### src/rtl/alu_rr_arbiter.sv
// alu_rr_arbiter: two requesters share one combinational 8-bit ALU through a
// round-robin grant. Each request is captured into operand registers, held for
// one cycle (or MUL_CYCLES for multiply), and returned as a valid/ready response.

// Combinational ALU: add/sub with carry-borrow, full 16-bit multiply, all-ones
module alu8 (
    input  logic [7:0]  a,
    input  logic [7:0]  b,
    input  logic        c,
    input  logic [1:0]  sel,
    output logic [15:0] out,
    output logic        flag
);
    logic [8:0] add_res;
    logic [8:0] sub_res;

    // Select one operation; bit 8 of the 9-bit add/sub result is the carry or borrow
    always_comb begin
        add_res = {1'b0, a} + {1'b0, b} + {8'd0, c};
        sub_res = {1'b0, a} - {1'b0, b} - {8'd0, c};
        out     = 16'h0000;
        flag    = 1'b0;
        case (sel)
            2'b00: begin
                out  = {8'h00, add_res[7:0]};
                flag = add_res[8];
            end
            2'b01: begin
                out  = {8'h00, sub_res[7:0]};
                flag = sub_res[8];
            end
            2'b10: out = {8'h00, a} * {8'h00, b};
            default: out = 16'hFFFF;
        endcase
    end
endmodule

module alu_rr_arbiter #(
    parameter int MUL_CYCLES = 2
) (
    input  logic        clk,
    input  logic        rst_n,
    input  logic        req0_valid,
    output logic        req0_ready,
    input  logic [7:0]  req0_a,
    input  logic [7:0]  req0_b,
    input  logic        req0_c,
    input  logic [1:0]  req0_sel,
    input  logic        req1_valid,
    output logic        req1_ready,
    input  logic [7:0]  req1_a,
    input  logic [7:0]  req1_b,
    input  logic        req1_c,
    input  logic [1:0]  req1_sel,
    output logic        rsp_valid,
    input  logic        rsp_ready,
    output logic [15:0] rsp_out,
    output logic        rsp_flag,
    output logic        rsp_id,
    output logic        busy
);
    // Multiply time is clamped to at least one cycle
    localparam int MUL_EFF = (MUL_CYCLES < 1) ? 1 : MUL_CYCLES;
    localparam int CW = (MUL_EFF > 1) ? $clog2(MUL_EFF) : 1;
    localparam logic [CW-1:0] MUL_LOAD = CW'(MUL_EFF - 1);

    typedef enum logic [1:0] {
        IDLE = 2'd0,
        EXEC = 2'd1,
        RESP = 2'd2
    } state_t;

    state_t        state;
    state_t        state_next;
    logic          prio;
    logic [7:0]    op_a;
    logic [7:0]    op_b;
    logic          op_c;
    logic [1:0]    op_sel;
    logic          op_id;
    logic [CW-1:0] exec_cnt;
    logic          grant0;
    logic          grant1;
    logic          exec_done;
    logic          handshake;
    logic [7:0]    in_a;
    logic [7:0]    in_b;
    logic          in_c;
    logic [1:0]    in_sel;
    logic [15:0]   alu_out;
    logic          alu_flag;

    // The ALU only ever sees the latched operands, so requesters may move on after accept
    alu8 u_alu (
        .a    (op_a),
        .b    (op_b),
        .c    (op_c),
        .sel  (op_sel),
        .out  (alu_out),
        .flag (alu_flag)
    );

    // State register
    always_ff @(posedge clk or negedge rst_n) begin
        if (!rst_n) begin
            state <= IDLE;
        end else begin
            state <= state_next;
        end
    end

    // Next state, round-robin grant and response valid
    always_comb begin
        state_next = state;
        grant0     = 1'b0;
        grant1     = 1'b0;
        rsp_valid  = 1'b0;
        case (state)
            IDLE: begin
                grant0 = req0_valid && (!req1_valid || !prio);
                grant1 = req1_valid && (!req0_valid || prio);
                if (grant0 || grant1) begin
                    state_next = EXEC;
                end
            end
            EXEC: begin
                if (exec_cnt == '0) begin
                    state_next = RESP;
                end
            end
            RESP: begin
                rsp_valid = 1'b1;
                if (rsp_ready) begin
                    state_next = IDLE;
                end
            end
            default: state_next = IDLE;
        endcase
    end

    // Operand mux feeding the capture registers from whichever port wins
    always_comb begin
        in_a   = grant1 ? req1_a   : req0_a;
        in_b   = grant1 ? req1_b   : req0_b;
        in_c   = grant1 ? req1_c   : req0_c;
        in_sel = grant1 ? req1_sel : req0_sel;
    end

    // Ready is masked while reset is held so no port sees an acceptance then
    assign req0_ready = grant0 && rst_n;
    assign req1_ready = grant1 && rst_n;
    assign busy       = (state != IDLE);
    assign exec_done  = (state == EXEC) && (exec_cnt == '0);
    assign handshake  = (state == RESP) && rsp_ready;

    // Operand capture, EXEC countdown, response registers and round-robin pointer
    always_ff @(posedge clk or negedge rst_n) begin
        if (!rst_n) begin
            op_a     <= 8'h00;
            op_b     <= 8'h00;
            op_c     <= 1'b0;
            op_sel   <= 2'b00;
            op_id    <= 1'b0;
            exec_cnt <= '0;
            rsp_out  <= 16'h0000;
            rsp_flag <= 1'b0;
            rsp_id   <= 1'b0;
            prio     <= 1'b0;
        end else begin
            if (state == IDLE && (grant0 || grant1)) begin
                op_a     <= in_a;
                op_b     <= in_b;
                op_c     <= in_c;
                op_sel   <= in_sel;
                op_id    <= grant1;
                exec_cnt <= (in_sel == 2'b10) ? MUL_LOAD : '0;
            end else if (state == EXEC && exec_cnt != '0) begin
                exec_cnt <= exec_cnt - CW'(1);
            end
            if (exec_done) begin
                rsp_out  <= alu_out;
                rsp_flag <= alu_flag;
                rsp_id   <= op_id;
            end
            if (handshake) begin
                prio <= ~op_id;
            end
        end
    end
endmodule
### config.mk
export PLATFORM = sky130hd
export DESIGN_NAME = alu_rr_arbiter
export DESIGN_NICKNAME = d
export VERILOG_FILES = /design/src/rtl/alu_rr_arbiter.sv
export SDC_FILE = /design/constraint.sdc
export NUM_CORES = 1
export LEC_CHECK = 0
export ABC_CLOCK_PERIOD_IN_PS = 11000
export CAP_MARGIN = 0
export CORE_MARGIN = 2
export CORE_UTILIZATION = 39
export CTS_CLUSTER_SIZE = 12
export DETAILED_ROUTE_END_ITERATION = 6
export SLEW_MARGIN = 5
export SYNTH_ARGS = -nofsm -noshare
export SYNTH_HDL_FRONTEND = slang
export SYNTH_HIERARCHICAL = 1
export SYNTH_SLANG_ARGS = --single-unit
### constraint.sdc
create_clock -name clk -period 11 [get_ports clk]
set_clock_uncertainty 0.1 [all_clocks]
set_input_delay 1.1 -clock clk [delete_from_list [all_inputs] [get_ports clk]]
set_output_delay 1.1 -clock clk [all_outputs]
set_load 0.03 [all_outputs]
### Word-level counts from Yosys, hierarchy flattened

Cells that the tools add are included.

* input port bits: 43
* output and inout port bits: 22
* register bits: 42
* word-level logic and storage cells: 63

* equality and inequality tests: 8
* mux-type cells: 16
* $mul: 1
* bitwise gates (word level): 2
* add/sub/neg operators: 5
* reduce and logical (&&, ||, !) cells: 20

Operators with widths (count)
* one-hot mux 16 bit (3 select lines): 1
* multiplier 8 x 8 -> 16 bit: 1
* 2-to-1 mux 8 bit: 2
* adder 8 x 8 -> 9 bit: 1
* adder 9 x 1 -> 9 bit: 1
* subtractor 8 x 8 -> 9 bit: 1
* subtractor 9 x 1 -> 9 bit: 1
* logical AND 1 bit: 8
* 2-to-1 mux 2 bit: 4
* 2-to-1 mux 1 bit: 7
* == test 2 bit, second input constant: 3
* inequality test 2 bit, second input constant: 3
* one-hot mux 2 bit (3 select lines): 1
* == test 2 x 1 -> 1 bit, second input constant: 2
* logical NOT 2 bit: 2
* logical OR 1 bit: 4
* nonzero test 2 bit: 2
* logical NOT 1 bit: 3
* AND reduction 3 bit: 1
* NOT 1 bit: 2
* one-hot mux 1 bit (2 select lines): 1
* subtractor 1 bit, second input constant: 1

### Depth between registers and ports, before layout

Gate-level depths: netlist (run 1).

* depth in word-level cells: 8
* depth in mapped cells: 17
* mapped depth without buffers: 16

### Modules after synthesis

Netlist (run 1), hierarchy kept.

Modules (own cells, without submodules)
* alu8: cells an instance 401, area an instance 3225.6 um^2, instances 1, sequential area each 0.0 um^2
* alu_rr_arbiter: cells an instance 172, area an instance 1968.1 um^2, instances 1, sequential area each 1051.0 um^2

### Worst setup path before layout (run 1)

OpenSTA, ideal clock, no wires.

* kind: reg-to-reg
* start point: register op_a[1]
* end point: register rsp_out[14]
* clock period less this slack: 4.472 ns
* data arrival time: 4.245 ns
* setup time: 0.127 ns
* stages on the path, launching flop included: 15
* buffers on the path: 1
* required time: 10.773 ns
* slack: 6.528 ns
* path through: dfrtp_1 -> buf_2 -> and2_1 -> fa_1 -> fa_1 -> fa_1 -> inv_1 -> fa_1 -> inv_1 -> ha_1 -> nand2_1 -> a211oi_2 -> nand2_1 -> o311a_1 -> mux2_1

* word-level cells in the longest chain between the ends: 2

RTL lines
* from (decl): line 76 `logic [7:0] op_a;`
* from (signal assigned): line 171 `op_a <= in_a;`
* multiplier 8 x 8 -> 16 bit: line 32 `2'b10: out = {8'h00, a} * {8'h00, b};`
* one-hot mux 16 bit (3 select lines): line 23 `case (sel)`
* named net alu_out[14]: line 90 `logic [15:0] alu_out;`
* to (signal assigned): line 181 `rsp_out <= alu_out;`
* to (decl): line 57 `output logic [15:0] rsp_out,`

The timed path passes the listed nets, and every way through them passes these cells.
A chain may end at the register's enable or synchronous reset.

### Final worst setup path (run 1)

* start point: register op_b[6]
* end point: register rsp_out[14]

* word-level cells in the longest chain between the ends: 2

RTL lines
* from (decl): line 77 `logic [7:0] op_b;`
* from (signal assigned): line 172 `op_b <= in_b;`
* multiplier 8 x 8 -> 16 bit: line 32
* one-hot mux 16 bit (3 select lines): line 23
* named net alu_out[14]: line 90

The timed path passes the listed nets, and every way through them passes these cells.

==> results of run 1 <==
==> worst reg2reg max path, delay by kind of cell (launching register included) <==
family / cells / cell delay [ps]
fa+ha+maj: 5 / 2520
mux: 1 / 280
compound gates: 2 / 590
buf+inv: 2 / 100
flops: 1 / 550
simple gates: 3 / 520
==> final timing paths <==
path	startpoint	slack, ps	to
worst min register to register	rsp_flag$_DFFE_PN0P_	390	rsp_flag$_DFFE_PN0P_
max in group asynchronous	rst_n	9650	op_a[2]$_DFFE_PN0P_
worst max register to register	op_b[6]$_DFFE_PN0P_	6210	rsp_out[14]$_DFFE_PN0P_
worst min-delay path	rsp_flag$_DFFE_PN0P_	390	rsp_flag$_DFFE_PN0P_
worst max-delay path	op_b[6]$_DFFE_PN0P_	6210	rsp_out[14]$_DFFE_PN0P_
min in group asynchronous	rst_n	770	rsp_id$_DFFE_PN0P_
==> cell type report <==
type                    instances  area [um2]
clock buffers                   6       138.9
clock inverters                 2       12.51
fillers                      1249        6989
inverters                      95       356.6
multi-input cells             418        3696
flip-flops and latches         42        1051
well taps                     176       220.2
repair buffers                 69       673.1
==> synth_stat cells, drive strengths merged (4+ instances only) <==
master	number
o311ai	18
o211ai	9
ha	58
a21oi	17
mux2i	6
buf	10
xnor2	10
and2	33
o21a	4
dfrtp	42
a31oi	4
mux2	20
xor2	6
nand2	31
fa	39
clkbuf	8
inv	94
nor3	6
nand3	28
o21ai	35
nand2b	4
a211oi	6
nor2	40
==> cells by family (layout without fill, tap and decap cells) <==
| kind of cell | count (synthesis) | count (layout) | synth area share, % |
|---|---|---|---|
| and+or+nand+nor | 161 | 161 | 15.71 |
| AOI/OAI and AO/OA | 118 | 118 | 18.16 |
| buffers and inverters | 113 | 172 | 8.697 |
| adders and majority gates | 97 | 97 | 29.01 |
| DFF | 42 | 42 | 20.24 |
| muxes | 26 | 26 | 5.493 |
| xor gates and xnor gates | 16 | 16 | 2.698 |
==> routing by layer <==
metal	wire, um	GRT usage (%)
met1	6087	26.06
met2	6386	33.23
met3	522	3.065
met4	310	6.765
met5	0	0
==> through the flow <==
| stage | std cells | util [%] | instance area (um2) | setup WS (ps) | hold slack [ps] |
|---|---|---|---|---|---|
| after floorplan | 573 | - | 5194 | 6528 | 354.2 |
| after global placement | 800 | 45.65 | 5997 | 6286 | 371.7 |
| after detailed placement | 800 | 45.65 | 5997 | 6227 | 378.4 |
| after CTS | 808 | 46.80 | 6148 | 6227 | 395.8 |
| after global routing | 808 | 46.80 | 6148 | 5927 | 414.1 |
| final | 808 | 46.80 | 6148 | 6214 | 391.1 |
==> registers in the layout, summed over array words and instances, names as in the netlist <==
signal,count
rsp_out,16
op_a,8
op_b,8
op_sel,2
state,2
exec_cnt,1
op_c,1
op_id,1
prio,1
rsp_flag,1
rsp_id,1
==> metrics.txt, run 1 <==
Clock Latency Late Sink=300 ps; clk buf depth=2; Area contributors post-synth=dfrtp_1 (20%), fa_1 (15%), ha_1 (14%); Hold Crit Depth=1; Synth warnings=6; wire length per cell=16.47 um; clock-pin transition on the worst setup and hold timing paths=60 ps; Total Wirelength=13310 um; Yosys top cell by area=dfrtp_1; H-tree depth=2; r2r worst-path depth=13; via count=4345; syn_nets=713; die height=119.4 um; worst path required time=11080 ps; Fin. Hold Viols=0; Post-Synthesis Cells=573; NumNets Final=771; PostCTS Resize Cnt=0; hold buffer count at CTS=0; Netlist cell types=65; Area growth, synth to finish=18.38%; most frequent cells in the layout=inv_1 (92), clkdlybuf4s50_1 (63), ha_1 (58); outcome=finished, final reports clean; Worst Tran Pin Value=1061 ps; DPL Wire Length=10600 um; Die Wd=119.4 um; die area=14260 um2; Crit path depth=13; CTS Buf Count=5; number of global-route vias before repair=4533; most common cell after layout, fill and taps aside=inv_1; Setup TNS=0 ps; crit path capture type=flip-flop; Post-synth EDFFs=0; Starting DRT DRC Count=154; # rows=42; Core Footprint=13140 um2; clk sinks=42; period utilization=43.51%; clk root buf=clkbuf_16; Max transition margin=29.27%; Worst path top cell family by delay=adder cells; drc violations=0; Top FF cell, synth=dfrtp_1; first-pass GRT wire length=22470 um; critical path class=reg -> reg; synthesis-stage register bit count=42; Critical Path Max Stage Delay=560 ps; critical-path cell list=and2_1 -> fa_1 -> fa_1 -> fa_1 -> inv_1 -> fa_1 -> inv_1 -> ha_1 -> nand2_1 -> a211oi_2 -> nand2_1 -> o311a_1 -> mux2_1; max-slew violations=0; Async SR Flop Fraction=100.0%; via/cell ratio=5.377; Critical Path AT=4870 ps; Initial Util=39.53%; GP Congestion=0.8983; pin count of the biggest net entering global routing=45; highest-delay cell along the critical path=fa_1; remaining antenna violation count=0; Max Cap Violations=0; share of layout cells above drive strength 1=8.228%; f_max=0.2090 GHz; Synth top area share=20.24%; Total GRT Usage=19.79%; CTS tree=yes; crit-path max FO=10; number of I/O port buffers=64; post-CTS setup buffers=0; Final min period=4786 ps; Synth Area per Inst=9.064 um2; Initial DRT Pass Iterations=4; setup violators final=0; CP startpoint kind=flip-flop; RSZ-0062 raised after global routing=no; Hold Path Class=reg -> reg; initial antenna violation count=0; grt ovf=0; sequential fraction of the synthesis area=20.24%; antenna diode count=0; CP most frequent cell=fa_1; I/O pin cnt=65; CP Buf/Inv Count=2; Syn Std Cell Area=5194 um2
Power of run 1 is not shown: default switching activity piles up to over one toggle a cycle in this logic, so the estimate is an artifact.
==> inputs of run 2 (changes only) <==
Settings changed: ABC_CLOCK_PERIOD_IN_PS 11000 to 5000.
Clock period 11 ns to 5 ns, I/O delays scaled along.
==> metrics.txt, run 2 (same netlist as run 1, synthesis figures left out) <==
first-pass GRT wire length=22870 um (+1.8%); max-slew violations=0 (unchanged); H-tree depth=2 (unchanged); r2r worst-path depth=14 (+1); grt ovf=0 (unchanged); Total Wirelength=13560 um (+1.9%); CP startpoint kind=flip-flop; Area growth, synth to finish=19.63%; hold buffer count at CTS=0 (unchanged); Clock Latency Late Sink=290 ps (about the same); final non-filler cell total=811 (+0.37%); clock-pin transition on the worst setup and hold timing paths=60 ps (about the same); via/cell ratio=5.370 (-0.14%); most frequent cells in the layout=inv_1 (92), clkdlybuf4s50_1 (63), ha_1 (58); critical path class=reg -> reg; Setup crit start=op_b[4]$_DFFE_PN0P_; CP Buf/Inv Count=2 (unchanged); Max Cap Violations=0 (unchanged); Initial DRT Pass Iterations=4 (unchanged); r2r startpoint=op_b[4]$_DFFE_PN0P_; NumNets Final=774 (+0.39%); remaining antenna violation count=0 (unchanged); share of layout cells above drive strength 1=8.661% (+0.43 points); PostCTS Resize Cnt=0 (unchanged); post-CTS setup buffers=0 (unchanged); Final min period=4771 ps (-14.56 ps); clk buf depth=2 (unchanged); pre-CTS WS=249.1 ps (-5978 ps); Critical Path Max Stage Delay=590 ps (+30 ps); Hold Path Class=in -> async; I/O pin cnt=65 (unchanged); Worst path top cell family by delay=adder cells; clk root buf=clkbuf_16; Max transition margin=27.34% (-1.9 points); Setup WS post-layout=228.8 ps (-5985 ps); die height=119.4 um (unchanged); worst path required time=5080 ps (-6000 ps); number of flip-flops in the largest register=16 (unchanged); drc violations=0 (unchanged); crit-path max FO=10 (unchanged); RSZ-0062 raised after global routing=no; RR Endpoint=rsp_out[13]$_DFFE_PN0P_; initial antenna violation count=0 (unchanged); DPL Wire Length=11010 um (+3.9%); Critical Path AT=4860 ps (about the same); setup violators final=0 (unchanged); via count=4355 (+0.23%); antenna diode count=0 (unchanged); Worst Setup EP=rsp_out[13]$_DFFE_PN0P_; pin count of the biggest net entering global routing=26 (-42%); Crit path depth=14 (+1); f_max=0.2096 GHz (+0.31%); placed cell count=803 (+0.38%); Setup TNS=0 ps (unchanged); period utilization=95.42% (+52 points); Fin. Hold Viols=0 (unchanged); FF-to-FF setup slack=230 ps (-5990 ps); Total GRT Usage=20.20% (+0.41 points); clk sinks=42 (unchanged); die area=14260 um2 (unchanged); Worst Tran Pin Value=1090 ps (+29.02 ps); CTS tree=yes; Core Footprint=13140 um2 (unchanged); # rows=42 (unchanged); critical-path cell list=ha_1 -> fa_1 -> fa_1 -> fa_1 -> inv_1 -> fa_1 -> inv_1 -> ha_1 -> a21oi_1 -> o211ai_2 -> a31oi_1 -> xnor2_1 -> o21a_1 -> mux2_2; CP most frequent cell=fa_1; GP Congestion=0.9371 (+4.3%); CTS Buf Count=5 (unchanged); crit path capture type=flip-flop; Die Wd=119.4 um (unchanged); register with the most flip-flops=rsp_out; wire length per cell=16.72 um (+1.5%); most common cell after layout, fill and taps aside=inv_1; number of I/O port buffers=64 (unchanged); largest registers=rsp_out (16), op_a (8), op_b (8); highest-delay cell along the critical path=fa_1; number of global-route vias before repair=4602 (+1.5%); outcome=finished, final reports clean; Initial Util=39.53% (unchanged); Starting DRT DRC Count=166 (+7.8%)
[run 2: changes by cell type in the layout (fill, tap and decap cells not counted)]
cell / change
clkinv_2: -1
clkinvlp_4: -1
clkbuf_8: -1
buf_4: +3
clkinv_4: +1
bufinv_16: +2
[run 2: area by class of cell]
cell class / instances / area, um2
Clock buffer: 5 / 125.1
Clock inverter: 3 / 68.82
Fill cell: 1268 / 6924
Inverter: 95 / 356.6
Multi-Input combinational cell: 418 / 3696
Sequential cell: 42 / 1051
Tap cell: 176 / 220.2
Timing Repair Buffer: 72 / 695.7
[run 2: metal layers]
metal / vias to the layer above / share of wire, % / GRT usage, %
met3: 17 / 4.9 / 4.933
li1: 2084 / - / -
met4: 0 / 3.0 / 7.206
met1: 2150 / 43 / 24.74
met2: 104 / 49 / 34.59
met5: - / 0 / 0
[run 2: metrics by stage]
step | utilization, % | instance area (um2) | hold WS, ps
global route | 47.30 | 6213 | 126.4
CTS | 47.30 | 6213 | 101.7
floorplan | - | 5194 | 104.4
detailed placement | 45.82 | 6020 | 374.1
finish | 47.30 | 6213 | 85.55
global placement | 45.82 | 6020 | 372.0
[run 2: worst register-to-register path, cell delays in order (launching register included)]
cell	delay, ps
dfrtp_1	510
ha_1	350
fa_1	590
fa_1	460
fa_1	550
inv_1	60
fa_1	530
inv_1	40
ha_1	350
a21oi_1	240
o211ai_2	150
a31oi_1	240
xnor2_1	90
o21a_1	170
mux2_2	250
[run 2: how the worst min path moves through the flow]
stage	to	from	cells after the start
after detailed placement	rsp_out[15]$_DFFE_PN0P_	rsp_out[15]$_DFFE_PN0P_	1
after floorplan	exec_cnt$_DFFE_PN0P_	rst_n	0
after CTS	rsp_out[14]$_DFFE_PN0P_	rst_n	1
after global routing	rsp_out[14]$_DFFE_PN0P_	rst_n	1
final	rsp_id$_DFFE_PN0P_	rst_n	1
after global placement	rsp_out[1]$_DFFE_PN0P_	rsp_out[1]$_DFFE_PN0P_	1
Power of run 2 is left out for the same reason.
==> inputs of run 3 (changes only) <==
Settings changed: SYNTH_HIERARCHICAL 1 to not set, TNS_END_PERCENT set to 20.
==> metrics.txt, run 3 <==
number of flip-flops in the largest register=16 (unchanged); Setup WS post-layout=242.3 ps (+13.52 ps); Post-synth top cells=inv_1 (78), nor2_1 (61), ha_1 (58); CTS tree=yes; first-pass GRT wire length=19530 um (-15%); highest-delay cell along the critical path=fa_1; PostCTS Resize Cnt=0 (unchanged); Post-synth EDFFs=0 (unchanged); Fin Hold WS=181.0 ps (+95.44 ps); Fin. Hold Viols=0 (unchanged); die area=13550 um2 (-5.0%); sequential fraction of the synthesis area=21.34% (+1.1 points); clk sinks=42 (unchanged); Critical Path AT=4860 ps (about the same); pin count of the biggest net entering global routing=44 (+69%); Hold Path Class=in -> async; Max transition margin=22.67% (-4.7 points); I/O pin cnt=65 (unchanged); die height=116.4 um (-2.5%); critical path class=reg -> reg; Setup TNS=0 ps (unchanged); fin area=5916 um2 (-4.8%); most frequent cells in the layout=inv_1 (78), clkdlybuf4s50_1 (63), nor2_1 (60); Initial DRT Pass Iterations=4 (unchanged); Async SR Flop Fraction=100.0% (unchanged); Clock Latency Late Sink=290 ps (about the same); largest registers=rsp_out (16), op_a (8), op_b (8); clk root buf=clkbuf_16; Synth top area share=21.34% (+1.1 points); crit-path max FO=10 (unchanged); remaining antenna violation count=0 (unchanged); post-synthesis simple-gate area fraction=17.65% (+1.9 points); RSZ-0062 raised after global routing=no; Total Wirelength=12060 um (-11%); number of I/O port buffers=64 (unchanged); clk buf depth=2 (unchanged); Yosys top cell by area=dfrtp_1; synthesis-stage register bit count=42 (unchanged); outcome=finished, final reports clean; NumNets Final=769 (-0.65%); worst path required time=5100 ps (+20 ps); Initial Util=39.52% (about the same); f_max=0.2102 GHz (+0.28%); Area growth, synth to finish=20.09%; Syn Std Cell Area=4926 um2 (-5.2%); Synth Area in Adders=30.58% (+1.6 points); syn_nets=706 (-0.98%); Top FF cell, synth=dfrtp_1; hold buffer count at CTS=0 (unchanged); initial antenna violation count=0 (unchanged); crit path capture type=flip-flop; register with the most flip-flops=rsp_out; max-slew violations=0 (unchanged); mux cell area share after synthesis=5.537% (+0.045 points); DPL Wire Length=9918 um (-9.9%); antenna diode count=0 (unchanged); Crit path depth=13 (-1); via count=4174 (-4.2%); H-tree depth=2 (unchanged); most common cell in the netlist=inv_1; setup violators final=0 (unchanged); XOR/XNOR Fraction of Synth Area=2.489% (-0.21 points); Synth Area per Inst=8.703 um2 (-4.0%); wire length per cell=15.04 um (-10%); Synth warnings=0 (-6); CP startpoint kind=flip-flop; Final min period=4758 ps (-13.52 ps); Netlist cell types=61 (-6.2%); GP Congestion=0.9030 (-3.6%); grt ovf=0 (unchanged); Worst path top cell family by delay=adder cells; share of layout cells above drive strength 1=4.286% (-4.4 points); compound-gate portion of the synthesized area=15.01% (-3.2 points); Total GRT Usage=18.41% (-1.8 points); Max Cap Violations=0 (unchanged); drc violations=0 (unchanged); Post-Synthesis Cells=566 (-1.2%); number of global-route vias before repair=4076 (-11%); Area contributors post-synth=dfrtp_1 (21%), fa_1 (16%), ha_1 (15%); Starting DRT DRC Count=171 (+3.0%); Die Wd=116.4 um (-2.5%); Core Footprint=12470 um2 (-5.1%); Worst Tran Pin Value=1157 ps (+67.15 ps); post-CTS setup buffers=0 (unchanged); Critical Path Max Stage Delay=560 ps (-30 ps); r2r worst-path depth=13 (-1); CP most frequent cell=fa_1; via/cell ratio=5.204 (-3.1%); clock-pin transition on the worst setup and hold timing paths=60 ps (about the same); most common cell after layout, fill and taps aside=inv_1; largest family of logic cells by synthesized area=adder cells; CTS Buf Count=5 (unchanged); pre-CTS WS=280.8 ps (+31.70 ps); Post-DP Area=5764 um2 (-4.2%); period utilization=95.15% (-0.27 points); CP Buf/Inv Count=2 (unchanged); critical-path cell list=ha_1 -> fa_1 -> fa_1 -> fa_1 -> inv_1 -> fa_1 -> inv_1 -> ha_1 -> and3_1 -> nand2_1 -> o41ai_1 -> mux2_2 -> nor3_1; # rows=41 (-2.4%)
run 3: routing by layer:
layer	track usage, %	vias to the layer above	routed length, um
li1	-	2033	-
met1	24.37	2049	5468
met2	31.78	77	6035
met3	1.920	15	295
met4	5.794	0	263
met5	0	-	0
run 3: stage by stage:
stage / utilization (%) / std cells
2_1_floorplan: - / 566
3_3_place_gp: 46.24 / 794
3_5_place_dp: 46.24 / 794
4_1_cts: 47.46 / 802
5_1_grt: 47.46 / 802
6_report: 47.46 / 802
run 3: logic make-up (layout without fill, tap and decap cells):
family                     Yosys count  count (layout)
and+or+nand+nor                    174             174
AOI/OAI and AO/OA                  118             118
adders and majority gates           97              97
buffers and inverters               94             158
DFF                                 42              42
muxes                               27              27
xor gates and xnor gates            14              14
run 3: worst paths after layout:
kind                                   startpoint                      end  slack, ps
setup reg to reg              op_b[4]$_DFFE_PN0P_  rsp_out[15]$_DFFE_PN0P_        240
max in group asynchronous                   rst_n   rsp_out[6]$_DFFE_PN0P_       4230
setup / recovery              op_b[4]$_DFFE_PN0P_  rsp_out[15]$_DFFE_PN0P_        240
min in group clk           rsp_out[1]$_DFFE_PN0P_   rsp_out[1]$_DFFE_PN0P_        380
hold / removal                              rst_n         op_c$_DFFE_PN0P_        180
hold reg to reg            rsp_out[1]$_DFFE_PN0P_   rsp_out[1]$_DFFE_PN0P_        380
run 3: area by class of cell:
cell class | instances | area [um2]
Fill cell | 1221 | 6550
Clock buffer | 6 | 138.9
Timing Repair Buffer | 71 | 688.2
Clock inverter | 2 | 12.51
Inverter | 79 | 296.5
Multi-Input combinational cell | 430 | 3513
Sequential cell | 42 | 1051
Tap cell | 172 | 215.2
run 3: worst register-to-register path: cells and delay by family (launching register included):
| kind | cells | cell delay (ps) |
|---|---|---|
| AOI/OAI and AO/OA | 1 | 360 |
| adders and majority gates | 6 | 2730 |
| buffers and inverters | 2 | 100 |
| DFF | 1 | 500 |
| muxes | 1 | 370 |
| and+or+nand+nor | 3 | 510 |
Power of run 3 is left out for the same reason.
